`src/rtl/hex_display_driver.sv`:
```
// ---------------------------------------------------------------------------
// hex_display_driver
//
// Multi-digit hexadecimal driver for active-low seven-segment displays.
// Holds a DIGITS-nibble value register that can be cleared, loaded in
// parallel, or filled calculator-style by shifting nibbles in at digit 0.
// Every digit gets a registered seven-segment pattern, with optional
// leading-zero blanking and per-digit blinking from an internal divider.
//
// Parameters:
//   DIGITS     number of displayed digits (1..8)
//   BLINK_DIV  clock cycles per blink half-period (>=2)
//
// Ports:
//   Clock       in   system clock, rising edge
//   Reset       in   asynchronous active-high reset, clears all state
//   Clear       in   synchronous clear of the value register (highest priority)
//   Load        in   parallel load of Data (beats Shift)
//   Data        in   parallel value, digit i = Data[4i+3:4i]
//   Shift       in   shift value left one nibble, Nibble enters digit 0
//   Nibble      in   digit entered by Shift
//   BlankZeros  in   enable leading-zero blanking
//   BlinkEn     in   per-digit blink mask
//   Value       out  current value register
//   HEX         out  active-low segments, digit i = HEX[7i+6:7i], bit 6 = a
// ---------------------------------------------------------------------------
module hex_display_driver #(
    parameter int DIGITS    = 4,
    parameter int BLINK_DIV = 25000000
) (
    input  logic                  Clock,
    input  logic                  Reset,
    input  logic                  Clear,
    input  logic                  Load,
    input  logic [4*DIGITS-1:0]   Data,
    input  logic                  Shift,
    input  logic [3:0]            Nibble,
    input  logic                  BlankZeros,
    input  logic [DIGITS-1:0]     BlinkEn,
    output logic [4*DIGITS-1:0]   Value,
    output logic [7*DIGITS-1:0]   HEX
);

    localparam int              CNT_W   = $clog2(BLINK_DIV);
    localparam logic [CNT_W-1:0] CNT_MAX = CNT_W'(BLINK_DIV - 1);

    logic [4*DIGITS-1:0] value_reg;
    logic [4*DIGITS-1:0] value_next;
    logic [4*DIGITS-1:0] value_shifted;
    logic [CNT_W-1:0]    cnt_reg;
    logic                phase_reg;
    logic [7*DIGITS-1:0] hex_reg;
    logic [7*DIGITS-1:0] hex_next;
    logic [DIGITS-1:0]   digit_zero;
    logic [DIGITS-1:0]   zero_from_top;  // digit i and every digit above it are 0
    logic [DIGITS-1:0]   blank;

    // Active-low segment pattern, bit 6 = a ... bit 0 = g.
    function automatic logic [6:0] encode(input logic [3:0] d);
        logic [6:0] seg;
        case (d)
            4'h0: seg = 7'b0000001;
            4'h1: seg = 7'b1001111;
            4'h2: seg = 7'b0010010;
            4'h3: seg = 7'b0000110;
            4'h4: seg = 7'b1001100;
            4'h5: seg = 7'b0100100;
            4'h6: seg = 7'b0100000;
            4'h7: seg = 7'b0001111;
            4'h8: seg = 7'b0000000;
            4'h9: seg = 7'b0000100;
            4'hA: seg = 7'b0001000;
            4'hB: seg = 7'b1100000;
            4'hC: seg = 7'b0110001;
            4'hD: seg = 7'b1000010;
            4'hE: seg = 7'b0110000;
            default: seg = 7'b0111000;
        endcase
        return seg;
    endfunction

    // A single-digit display has nothing to shift up; Nibble simply replaces it.
    generate
        if (DIGITS == 1) begin : g_shift_one
            assign value_shifted = Nibble;
        end else begin : g_shift_many
            assign value_shifted = {value_reg[4*DIGITS-5:0], Nibble};
        end
    endgenerate

    always_comb begin
        value_next = value_reg;
        if (Clear) begin
            value_next = '0;
        end else if (Load) begin
            value_next = Data;
        end else if (Shift) begin
            value_next = value_shifted;
        end
    end

    genvar gi;
    generate
        for (gi = 0; gi < DIGITS; gi++) begin : g_digit
            assign digit_zero[gi] = (value_reg[4*gi +: 4] == 4'h0);

            if (gi == DIGITS - 1) begin : g_top
                assign zero_from_top[gi] = digit_zero[gi];
            end else begin : g_below
                assign zero_from_top[gi] = digit_zero[gi] & zero_from_top[gi+1];
            end

            // Digit 0 always shows something, even when the whole value is 0.
            if (gi == 0) begin : g_units
                assign blank[gi] = phase_reg & BlinkEn[gi];
            end else begin : g_upper
                assign blank[gi] = (BlankZeros & zero_from_top[gi]) |
                                   (phase_reg & BlinkEn[gi]);
            end

            assign hex_next[7*gi +: 7] = blank[gi] ? 7'b1111111
                                                   : encode(value_reg[4*gi +: 4]);
        end
    endgenerate

    always_ff @(posedge Clock or posedge Reset) begin
        if (Reset) begin
            value_reg <= '0;
            cnt_reg   <= '0;
            phase_reg <= 1'b0;
            hex_reg   <= '1;
        end else begin
            value_reg <= value_next;
            hex_reg   <= hex_next;
            if (cnt_reg == CNT_MAX) begin
                cnt_reg   <= '0;
                phase_reg <= ~phase_reg;
            end else begin
                cnt_reg <= cnt_reg + 1'b1;
            end
        end
    end

    assign Value = value_reg;
    assign HEX   = hex_reg;

endmodule

```
`config.mk`:
```
export PLATFORM = sky130hd
export DESIGN_NAME = hex_display_driver
export DESIGN_NICKNAME = d
export VERILOG_FILES = /design/src/rtl/hex_display_driver.sv
export SDC_FILE = /design/constraint.sdc
export NUM_CORES = 1
export LEC_CHECK = 0
export CAP_MARGIN = 10
export CORE_MARGIN = 2
export CORE_UTILIZATION = 56
export DETAILED_ROUTE_END_ITERATION = 12
export HOLD_SLACK_MARGIN = 0.03
export PLACE_DENSITY = 0.82
export SLEW_MARGIN = 20
export SYNTH_ARGS = -nofsm -noshare
export SYNTH_HDL_FRONTEND = slang
export SYNTH_SLANG_ARGS = --single-unit
```
`constraint.sdc`:
```
create_clock -name Clock -period 6.61 [get_ports Clock]
set_input_delay 1.983 -clock Clock [delete_from_list [all_inputs] [get_ports Clock]]
set_output_delay 1.983 -clock Clock [all_outputs]
set_load 0.05 [all_outputs]
```
### After elaboration in Yosys (flattened, before gate mapping)

Memory sizes are Yosys's and may differ from the RTL's.
Index checks and enable logic that the tools add are counted.

* equal/unequal tests: 1
* shifts and indexed selects: 0
* bitwise logic cells: 13
* $lt $le $gt $ge: 0
* muxes and demuxes: 8
* div/mod/pow operators: 0
* add/sub/neg operators: 1
* multipliers: 0
* reduce and logical (&&, ||, !) cells: 4

Operator list (count)
* 2-to-1 mux 16 bit: 3
* 2-to-1 mux 7 bit: 4
* adder 25 x 1 -> 25 bit, second input constant: 1
* equality test 25 bit, second input constant: 1
* 2-to-1 mux 25 bit: 1
* zero test 4 bit: 3
* bitwise AND 1 bit: 9
* OR 1 bit: 3
* nonzero test 3 bit: 1
* NOT 1 bit: 1

* logic and storage cells: 35
* bits in latches: 0
* memories kept: 4
* bits in writable memories: 0
* input port bits: 30
* flip-flop bits (word level): 70
* ROM bits: 448

Memories
* (name not given): words 16, width 7, rd ports 1, clocked after memory_dff 0, write ports 0, RTL line 61 `case (d)`
* (name not given): words 16, width 7, rd ports 1, clocked after memory_dff 0, write ports 0, RTL line 61
* (name not given): words 16, width 7, rd ports 1, clocked after memory_dff 0, write ports 0, RTL line 61
* (name not given): words 16, width 7, rd ports 1, clocked after memory_dff 0, write ports 0, RTL line 61

### Depth between registers and ports, before layout

* depth after elaboration: 6
* depth in mapped cells: 6

### Worst setup path before layout

OpenSTA, ideal clock, no wires.

* kind: input port to flip-flop
* from: input Shift
* to: register value_reg[5], in the netlist Value[5]
* stages: 6
* data arrival time: 2846 ps
* required time: 6478 ps
* setup slack: 3632 ps
* buffers on the path: 2
* path through: buf_2 > buf_2 > mux2i_1 > nor2_1 > a21oi_1 > nor2_1

* cells in the longest elaborated chain, start to end: 1

Ends and longest elaborated chain
* from (decl): RTL line 36 `input logic Shift,`
* nonzero test 3 bit (no source line)
* to (signal assigned): RTL line 133 `value_reg <= value_next;`
* to (decl): RTL line 47 `logic [4*DIGITS-1:0] value_reg;`

Every way passes these cells.
A chain may end at the register's enable or synchronous reset.

### Final worst setup path

* from: register value_reg[10], in the netlist Value[10]
* to: output Value[10]

RTL lines
* to (decl): RTL line 40 `output logic [4*DIGITS-1:0] Value,`

No word-level cell between the ends.

==> out/qor.csv <==
metric;value;unit
status;complete, no violations;
synth_seq_cells;70;
worstSetupStartpointType;flop;
area_delta_synth_final;24.6;%
period_needed;4.00;ns
drtAntennaViolNets;0;
drt_iter0_markers;110;
syn-instance-count;385;
max_freq;250;MHz
cts_tree;yes;
yosysMostFrequentCell;nor2_1;
yosys_warnings;0;
hold_class;flop to flop;
place_congestion;0.790;
power_density;227;nW/µm²
cp_slowest_cell;clkdlybuf4s50_1;
globalRouteTotalUtil;23.4;%
cp.arrival;2.02;ns
irDropWorstVdd;108;µV
swShare;32.1;%
cts-root-buf;clkbuf_8;
synth_top_area_share;27.5;%
critical_path_class;flop to output pin;
slowest_delay;0.94;ns
p_sw;0.349;mW
postLayoutCoreUtil;71.0;%
power_frac_seq;45.9;%
path_cells;clkdlybuf4s50_1;
cts_buffer_depth;2;
worst-slew-pin-transition;0.999;ns
wl;8010;µm
dp_hpwl;5610;µm
setup_slack;2.61;ns
rsz0062_at_grt;false;
grt_pass1_vias;2887;
synth_common_cells;48 x nor2_1, 42 x dfrtp_1, 30 x nand2_1;
syn_nets;437;
path_clk_slew;0.07;ns
critPathTopFamily;buffers and inverters;
leakagePower;2.02;nW
largest_register_ffs;28;
post_cts_resized;0;
fp.dieW;86.7;µm
drtPass1Iterations;4;
clock_sinks;70;
syn_area;3830;µm²
dieArea;7510;µm²
endpoint_kind;output pin;
diodes;0;
wl_per_cell;15.0;µm
regArea;1790;µm²
design_area;4770;µm²
num_rows;30;
boundaryPins;74;
synth_area_leaders;dfrtp_1 27%, dfstp_2 19%, ha_1 7.2%;
dp_cells;519;
ys_types;48;
skew;0.00651;ns
synth_edf_count;0;
worst-path-buf-inv;1;
combPwrFrac;24.2;%
seq_area_frac_synth;46.7;%
synthArstFlopShare;100;%
nets;502;
slew_headroom;33.2;%
coreArea;6720;µm²
synth_top_flop_cell;dfrtp_1;
drc_errors;0;
ctsHoldBuffers;0;
worstPathRequired;4.63;ns
num_vias;2955;
grt_max_degree;53;
multi_input_comb_area;1900;µm²
cts_buffers;9;
report.final.slew_viol_count;0;
postSynthAreaPerCell;9.94;µm²
drt-vias-per-instance;5.52;
cts_setup_buffers;0;
grt_overflow;0;
post-place-ws;2.83;ns
die_y;86.7;µm
hold_ws;0.476;ns
insertion_delay;0.35;ns
setup-violations-final;0;
clockPowerShare;29.9;%
antenna_found_initial;0;
maxCapViolations;0;
final-hold-violation-count;0;
yosys.area.top_type;dfrtp_1;
intPower;0.736;mW
final_cells;535;
drive_above_1_share;12.7;%
place_area;4590;µm²
port_buffers;73;
htreeDepth;3;
tns;0;ns
path_max_fanout;19;
fillerInstances;528;
start_util;57.0;%
finalPower;1.08;mW
fin_crit_sh;60.5;%
grt_pass1_wl;13600;µm
[worst paths after layout]
path | start | endpoint | slack, ns | cells after the start
setup / recovery | Value[10]$_DFFE_PP0P_ | Value[10] | 2.61 | 1
max in group asynchronous | Reset | Value[3]$_DFFE_PP0P_ | 3.70 | 3
min in group asynchronous | Reset | Value[0]$_DFFE_PP0P_ | 1.94 | 2
setup reg to reg | Value[9]$_DFFE_PP0P_ | HEX[13]$_DFF_PP1_ | 4.63 | 5
hold / removal | cnt_reg[20]$_DFF_PP0_ | cnt_reg[20]$_DFF_PP0_ | 0.48 | 1
hold reg to reg | cnt_reg[20]$_DFF_PP0_ | cnt_reg[20]$_DFF_PP0_ | 0.48 | 1
[placed cells by master (no fill, tap or decap), types with 10 or more instances in the layout]
cell type	n
a21oi_1	22
nand2_1	30
ha_1	22
clkdlybuf4s50_1	73
nor2_1	48
nand3_1	22
dfstp_2	28
dfrtp_1	42
xnor2_1	11
o211ai_1	25
inv_1	16
clkbuf_8	10
mux2i_1	22
[power by group through the flow]
stage / Combinational (mW) / Clock, mW / Sequential (mW)
global placement: 0.259 / 0 / 0.504
floorplan: 0.0818 / 0 / 0.598
detailed placement: 0.263 / 0 / 0.505
CTS: 0.264 / 0.332 / 0.498
finish: 0.262 / 0.325 / 0.498
global route: 0.280 / 0.352 / 0.502
[cells by family (layout without fill, tap and decap cells)]
kind of cell / Yosys count / after routing / synth area share (%)
compound gates: 72 / 72 / 12.1
xor+xnor: 18 / 18 / 4.12
fa+ha+maj: 22 / 22 / 7.19
buf+inv: 37 / 107 / 3.79
flops: 70 / 70 / 46.7
mux: 25 / 25 / 7.22
simple gates: 141 / 141 / 19.0
[metal layers]
layer	up-vias	track usage (%)	part of all wire, %
met2	65	36.9	48
li1	1468	-	-
met4	0	9.09	1.8
met1	1411	29.9	45
met5	-	0	0
met3	11	7.90	5.5
[area by class of cell]
cell class / count / share of cell area [%]
clock buffers: 12 / 3.49
clock inverters: 4 / 0.420
inverters: 17 / 1.34
multi-input cells: 278 / 39.7
flip-flops and latches: 70 / 37.4
well taps: 80 / 2.10
repair buffers: 74 / 15.5
(Power assumes the default switching activity.)
